**src/rtl/btn_pause_ctrl_pkg.sv**
```systemverilog
// rtl/btn_pause_ctrl_pkg.sv - shared state encoding and default timing for the pause button block
package btn_pause_ctrl_pkg;

    typedef enum logic [1:0] {
        IDLE         = 2'd0,
        WAIT_PRESS   = 2'd1,
        HELD         = 2'd2,
        WAIT_RELEASE = 2'd3
    } btn_state_e;

    localparam int DEFAULT_DEBOUNCE_CYCLES = 200000;
    localparam int DEFAULT_TICK_DIV        = 25000000;

endpackage

```
**src/rtl/btn_sync2.sv**
```systemverilog
// rtl/btn_sync2.sv - two-flop synchronizer for an asynchronous button input
module btn_sync2 (
    input  logic clk,
    input  logic rs,
    input  logic d,
    output logic q
);

    logic [1:0] sync_q;
    logic [1:0] sync_d;

    always_comb begin
        sync_d = {sync_q[0], d};
    end

    always_ff @(posedge clk or posedge rs) begin
        if (rs) begin
            sync_q <= 2'b00;
        end else begin
            sync_q <= sync_d;
        end
    end

    assign q = sync_q[1];

endmodule

```
**src/rtl/btn_pause_ctrl.sv**
```systemverilog
// rtl/btn_pause_ctrl.sv - debounced pause toggle and pausable step-tick divider for an LED chaser
module btn_pause_ctrl
    import btn_pause_ctrl_pkg::*;
#(
    parameter int DEBOUNCE_CYCLES = DEFAULT_DEBOUNCE_CYCLES,
    parameter int TICK_DIV        = DEFAULT_TICK_DIV
) (
    input  logic clk,
    input  logic rs,
    input  logic btn_in,
    output logic pause,
    output logic tick,
    output logic press
);

    localparam int CNT_W = $clog2(DEBOUNCE_CYCLES);
    localparam int DIV_W = $clog2(TICK_DIV);
    localparam logic [CNT_W-1:0] CNT_MAX = CNT_W'(DEBOUNCE_CYCLES - 1);
    localparam logic [DIV_W-1:0] DIV_MAX = DIV_W'(TICK_DIV - 1);

    logic             btn_s;
    btn_state_e       state_q, state_d;
    logic [CNT_W-1:0] cnt_q, cnt_d;
    logic [DIV_W-1:0] div_q, div_d;
    logic             pause_q, pause_d;
    logic             tick_q, tick_d;
    logic             press_q, press_d;
    logic             run;

    btn_sync2 u_sync (
        .clk (clk),
        .rs  (rs),
        .d   (btn_in),
        .q   (btn_s)
    );

    always_ff @(posedge clk or posedge rs) begin
        if (rs) begin
            state_q <= IDLE;
            cnt_q   <= '0;
            div_q   <= '0;
            pause_q <= 1'b0;
            tick_q  <= 1'b0;
            press_q <= 1'b0;
        end else begin
            state_q <= state_d;
            cnt_q   <= cnt_d;
            div_q   <= div_d;
            pause_q <= pause_d;
            tick_q  <= tick_d;
            press_q <= press_d;
        end
    end

    always_comb begin
        state_d = state_q;
        cnt_d   = cnt_q;
        unique case (state_q)
            IDLE: begin
                if (btn_s) begin
                    state_d = WAIT_PRESS;
                    cnt_d   = CNT_W'(1);
                end
            end
            WAIT_PRESS: begin
                if (!btn_s) begin
                    state_d = IDLE;
                    cnt_d   = '0;
                end else if (cnt_q == CNT_MAX) begin
                    state_d = HELD;
                    cnt_d   = '0;
                end else begin
                    cnt_d = cnt_q + CNT_W'(1);
                end
            end
            HELD: begin
                if (!btn_s) begin
                    state_d = WAIT_RELEASE;
                    cnt_d   = CNT_W'(1);
                end
            end
            WAIT_RELEASE: begin
                if (btn_s) begin
                    state_d = HELD;
                    cnt_d   = '0;
                end else if (cnt_q == CNT_MAX) begin
                    state_d = IDLE;
                    cnt_d   = '0;
                end else begin
                    cnt_d = cnt_q + CNT_W'(1);
                end
            end
            default: begin
                state_d = IDLE;
                cnt_d   = '0;
            end
        endcase
    end

    // The divider only advances when pause is low now and stays low next cycle,
    // so a pause landing on a wrap edge swallows that tick and freezes div at its max.
    always_comb begin
        press_d = (state_q == WAIT_PRESS) && btn_s && (cnt_q == CNT_MAX);
        pause_d = pause_q ^ press_d;
        run     = !pause_q && !pause_d;
        div_d   = div_q;
        tick_d  = 1'b0;
        if (run) begin
            tick_d = (div_q == DIV_MAX);
            div_d  = (div_q == DIV_MAX) ? '0 : div_q + DIV_W'(1);
        end
    end

    assign pause = pause_q;
    assign tick  = tick_q;
    assign press = press_q;

endmodule

```
**config.mk**
```make
export PLATFORM = sky130hd
export DESIGN_NAME = btn_pause_ctrl
export DESIGN_NICKNAME = d
export VERILOG_FILES = /design/src/rtl/btn_pause_ctrl_pkg.sv /design/src/rtl/btn_sync2.sv /design/src/rtl/btn_pause_ctrl.sv
export SDC_FILE = /design/constraint.sdc
export NUM_CORES = 1
export LEC_CHECK = 0
export CAP_MARGIN = 20
export CORE_ASPECT_RATIO = 1.1
export CORE_UTILIZATION = 49
export DETAILED_ROUTE_END_ITERATION = 8
export GPL_ROUTABILITY_DRIVEN = 0
export HOLD_SLACK_MARGIN = 0.02
export PLACE_DENSITY = 0.68
export SETUP_SLACK_MARGIN = 0.2
export SLEW_MARGIN = 10
export SYNTH_ARGS = -nofsm -noshare
export SYNTH_HDL_FRONTEND = slang
export SYNTH_SLANG_ARGS = --single-unit
```
**constraint.sdc**
```tcl
create_clock -name clk -period 2.3 [get_ports clk]
set_input_delay 0.23 -clock clk [delete_from_list [all_inputs] [get_ports clk]]
set_output_delay 0.23 -clock clk [all_outputs]
set_load 0.02 [all_outputs]
```
# == Yosys cells after proc, flatten, opt, wreduce, memory -nomap -nowiden ==
# Cells that the tools add are included.
# word_totals
in_bits,3
regBits,50
output_inout_bits,3
elab_cells,42
# op_classes
eq_ne,9
mux,15
bitwise,1
addsub,2
reduce_logical,8
# ops
operator,n
18-bit two-way mux,5
18-bit one-hot mux with 4 select lines,1
"25-bit by 1-bit adder with 25-bit output, second input constant",1
"25-bit == test, second input constant",1
25-bit two-way mux,1
"18-bit by 1-bit adder with 18-bit output, second input constant",1
"18-bit == test, second input constant",1
2-bit two-way mux,6
2-bit one-hot mux with 4 select lines,1
"2-bit == test, second input constant",2
4-bit AND reduction,1
1-bit logical AND,3
"3-bit by 2-bit inequality test with 1-bit output, second input constant",1
"3-bit inequality test, second input constant",1
"2-bit by 1-bit == test with 1-bit output, second input constant",1
1-bit zero test,2
2-bit zero test,1
"2-bit by 1-bit inequality test with 1-bit output, second input constant",1
"2-bit inequality test, second input constant",1
2-bit AND reduction,1
1-bit two-way mux,1
1-bit XOR,1

# == Logic depth before layout (Yosys ltp) ==
# logic_depth
depth_word,7
depth_mapped,10
depth_no_buf,10

# == By module ==
# Synthesis repeated with hierarchy kept, for this count alone.
# unflattened
cells_unflattened,258
hier_area_um2,2539.9
# modules_own_cells
module,instances,area_each_um2,cells_each
btn_pause_ctrl,1,2486.1,255
btn_sync2,1,53.8,3

# == Worst setup path after synthesis ==
# OpenSTA, ideal clock, no wires.
# synth_path
path_type,register to register
start,register cnt_q[0]
end,register div_q[0]
t_arrival_ns,2.237
path_stages_with_launch,11
setup_slack_ns,-0.059
setup_time_ns,0.121
path_cell_list,dfrtp_1 ha_1 nand3_1 nor3_1 nand4b_1 ha_1 and3_1 nand2_1 nor4_2 buf_2 nor2_1
# synth_between
elab_chain_len,5
# synth_lines
item,line_no,text
start: declaration,btn_pause_ctrl.sv:23,"logic [CNT_W-1:0] cnt_q, cnt_d;"
start signal: assignment,btn_pause_ctrl.sv:47,cnt_q <= cnt_d;
18-bit == test,btn_pause_ctrl.sv:103,press_d = (state_q == WAIT_PRESS) && btn_s && (cnt_q == CNT_MAX);
1-bit logical AND,btn_pause_ctrl.sv:103,
1-bit XOR,btn_pause_ctrl.sv:104,pause_d = pause_q ^ press_d;
1-bit zero test,btn_pause_ctrl.sv:105,run = !pause_q && !pause_d;
1-bit logical AND,btn_pause_ctrl.sv:105,
named net run,btn_pause_ctrl.sv:28,logic run;
end signal: assignment,btn_pause_ctrl.sv:48,div_q <= div_d;
end: declaration,btn_pause_ctrl.sv:24,"logic [DIV_W-1:0] div_q, div_d;"
# The timed path passes the listed nets, and every way through them passes these cells.
# A chain may end at the register's enable or synchronous reset.

# == Worst setup path after layout ==
# layout_path
start,register cnt_q[11]
end,register div_q[21]
# Same word-level chain as after synthesis.

==> impl_metrics.py <==
metrics = {
    "routing": {
        "drtPass1Iterations": 6,
        "drc": 0,
        "via_count": 2042,
        "drtIter0Drc": 165,
        "drt-total-wl_um": 5250,
        "via_per_inst": 5.80,
        "routedWlPerCell_um": 14.9,
        "antenna_left": 0,
    },
    "sta": {
        "final_hold_viol_count": 0,
        "period_share_pct": 96.4,
        "relSlewSlack_pct": 66.3,
        "holdWs_ns": 0.272,
        "fmax_ghz": 0.451,
        "layout_min_cycle_time_ns": 2.22,
        "layout_setup_ws_ns": 0.0822,
        "rsz0062_at_grt": "yes",
        "worst_pin_slew_ns": 0.505,
        "skew_ns": 0.0139,
        "drv_slew": 0,
        "setup_viol_count_final": 0,
    },
    "die": {
        "start_util_pct": 52.1,
        "fp.dieW_um": 70,
        "num_rows": 26,
        "fp.dieH_um": 76.8,
        "core_um2": 4780,
        "pin_count": 6,
        "dieArea_um2": 5380,
    },
    "synth": {
        "syn-cell-area_um2": 2490,
        "ys_seq_area_share_pct": 50.2,
        "ys_top_cells_by_area": "dfrtp_1 (50%), xnor2_1 (6.7%), nand2_1 (5.0%)",
        "ys_ff_latch": 50,
        "ys_top_cells_by_count": "dfrtp_1 (50), nand2_1 (33), nor2_1 (22)",
        "synthCells": 254,
        "avgSynthCellArea_um2": 9.81,
        "synth_ff_type": "dfrtp_1",
        "synth.most_common_cell": "dfrtp_1",
        "synth_top_area_share_pct": 50.2,
        "synth.distinct_cells": 42,
        "yosys_warnings": 0,
        "synth_top_area_cell": "dfrtp_1",
        "ys_async_sr_fraction_pct": 100,
        "synth_nets": 260,
        "synth-edff-count": 0,
    },
    "power_and_ir_drop": {
        "leakage_nw": 1.38,
        "max-vdd-ir-drop_uv": 414,
        "power_density_nw_per_um2": 505,
        "total_power_mw": 1.61,
    },
    "grt": {
        "grt_use_total_pct": 19.8,
        "grt_max_degree": 51,
        "grt_pass1_vias": 1859,
        "antenna_found_initial": 0,
        "overflow": 0,
        "grt_pass1_wl_um": 8410,
    },
    "clock_network": {
        "clk_pin_slew_worst_paths_ns": 0.09,
        "cts_tree": "built",
        "ctsRootBufferMaster": "clkbuf_8",
        "cts_buffer_depth": 2,
        "clock_sink_count": 50,
        "htree_levels": 2,
        "cts_made_buffers": 5,
        "clk_latency_ns": 0.31,
    },
    "critical_path": {
        "cp.required_ns": 2.48,
        "r2r_slack_ns": 0.08,
        "cp-start-kind": "flip-flop",
        "timing.rr.end": "div_q[21]",
        "reg2regPathDepth": 10,
        "worstPathArrival_ns": 2.40,
        "max_stage_delay_ns": 0.41,
        "r2r_start": "cnt_q[11]",
        "worstPathCellList": "nand2_1 > or3_4 > nor3_2 > nand4b_1 > ha_2 > and4_4 > and3_4 > nand4_1 > xor2_1 > nor2_1",
        "slowest_stage": "or3_4",
        "crit_type": "reg2reg",
        "crit_path_end_kind": "flip-flop",
        "critical_path.max_fanout": 4,
    },
    "placement": {
        "dpl.hpwl_um": 3270,
        "dp_cells": 330,
        "pre_cts_ws_ns": -0.0272,
        "numPortBuffers": 5,
    },
    "final_layout": {
        "regArea_um2": 1250,
        "antenna_cells": 0,
        "drive_gt1_share_pct": 27.7,
        "fin_util_pct": 66.8,
        "multi_input_area_um2": 1360,
        "fill_cells": 341,
        "layout.nets": 302,
        "fin_cells": 352,
        "area_growth_pct": 28.1,
    },
    "outcome": {
        "status": "complete, no violations",
    },
    "min_path": {
        "holdCritPathClass": "in2async",
    },
    "flow_run": {
        "maxCapViolCount": 0,
    },
}
cells by family (layout without fill, tap and decap cells):
| kind of cell | Yosys count | in the layout | synth area share (%) |
|---|---|---|---|
| fa+ha+maj | 3 | 3 | 1.51 |
| mux | 6 | 6 | 2.51 |
| simple gates | 128 | 128 | 27.9 |
| flops | 50 | 50 | 50.2 |
| buf+inv | 14 | 56 | 2.51 |
| compound gates | 28 | 28 | 6.63 |
| xor+xnor | 25 | 25 | 8.79 |
layout by cell type (no fill, tap or decap), types with 3 or more instances in the layout:
master           instances
dfrtp_1                 50
or3_1                    7
nor2_1                  15
o21ai_0                 11
inv_1                    8
a21oi_1                  6
nor2_2                   5
xor2_1                   6
nand2_1                 30
xnor2_1                 15
buf_6                    8
clkbuf_8                 6
clkdlybuf4s50_1          5
nand3_1                 17
nand4_1                 11
mux2i_1                  4
buf_4                   24
and3_4                   4
xnor2_2                  4
nor3_1                   3
power breakdown:
group / internal [mW] / switching [mW]
clock network: 0.349 / 0.294
logic: 0.0306 / 0.0465
registers: 0.887 / 0.00631
per-stage QoR:
step,area [um2],setup TNS (ns)
3_3_place_gp,2780,-0.00827
5_1_grt,3190,-0.483
2_1_floorplan,2540,0
4_1_cts,3040,0
3_5_place_dp,2780,-0.0616
6_report,3190,0
registers in the layout, summed over array words and instances (netlist names), named ones only:
| name | flops |
|---|---|
| cnt_q | 18 |
| div_q | 25 |
| pause | 1 |
| press | 1 |
| state_q | 1 |
| tick | 1 |
| u_sync.sync_q | 2 |
timing repair:
item | in CTS | in global routing
gates resized for setup | 10 | 30
setup endpoints to repair | 24 | 25
hold buffers | 0 | 0
cloned | 0 | 0
buffers inserted | 12 | 2
pin swaps | 8 | 15
endpoints found under the hold margin | 0 | 0
worst max-delay path, delay by kind of cell (launching register included):
family	cells	cell delay, ns
XOR/XNOR	1	0.16
adder cells (fa/ha/maj)	1	0.24
flip-flops	1	0.40
AND/OR/NAND/NOR	8	1.30
cell type report:
class | count | share of cell area, %
clock buffer | 6 | 2.59
clock inverter | 1 | 0.940
inverter | 10 | 1.18
multi-input combinational | 190 | 42.6
sequential | 50 | 39.2
tap | 56 | 2.19
timing repair buffer | 39 | 11.3
worst max path at each step:
stage	slack [ns]	to	from	cells past startpoint
4_1_cts	0.11	div_q[21]	cnt_q[12]	10
3_3_place_gp	-0.005	div_q[16]	cnt_q[15]	10
5_1_grt	-0.08	div_q[11]	cnt_q[15]	11
2_1_floorplan	0.11	div_q[9]	cnt_q[15]	9
3_5_place_dp	-0.03	div_q[22]	cnt_q[15]	10
6_report	0.08	div_q[21]	cnt_q[11]	10
layer usage:
layer	track usage (%)	wire length [um]	vias to the layer above
met5	0	0	-
met4	9.00	83	0
met3	2.76	198	7
met2	30.8	2440	51
met1	27.6	2530	1002
li1	-	-	982
(Power assumes the default switching activity.)
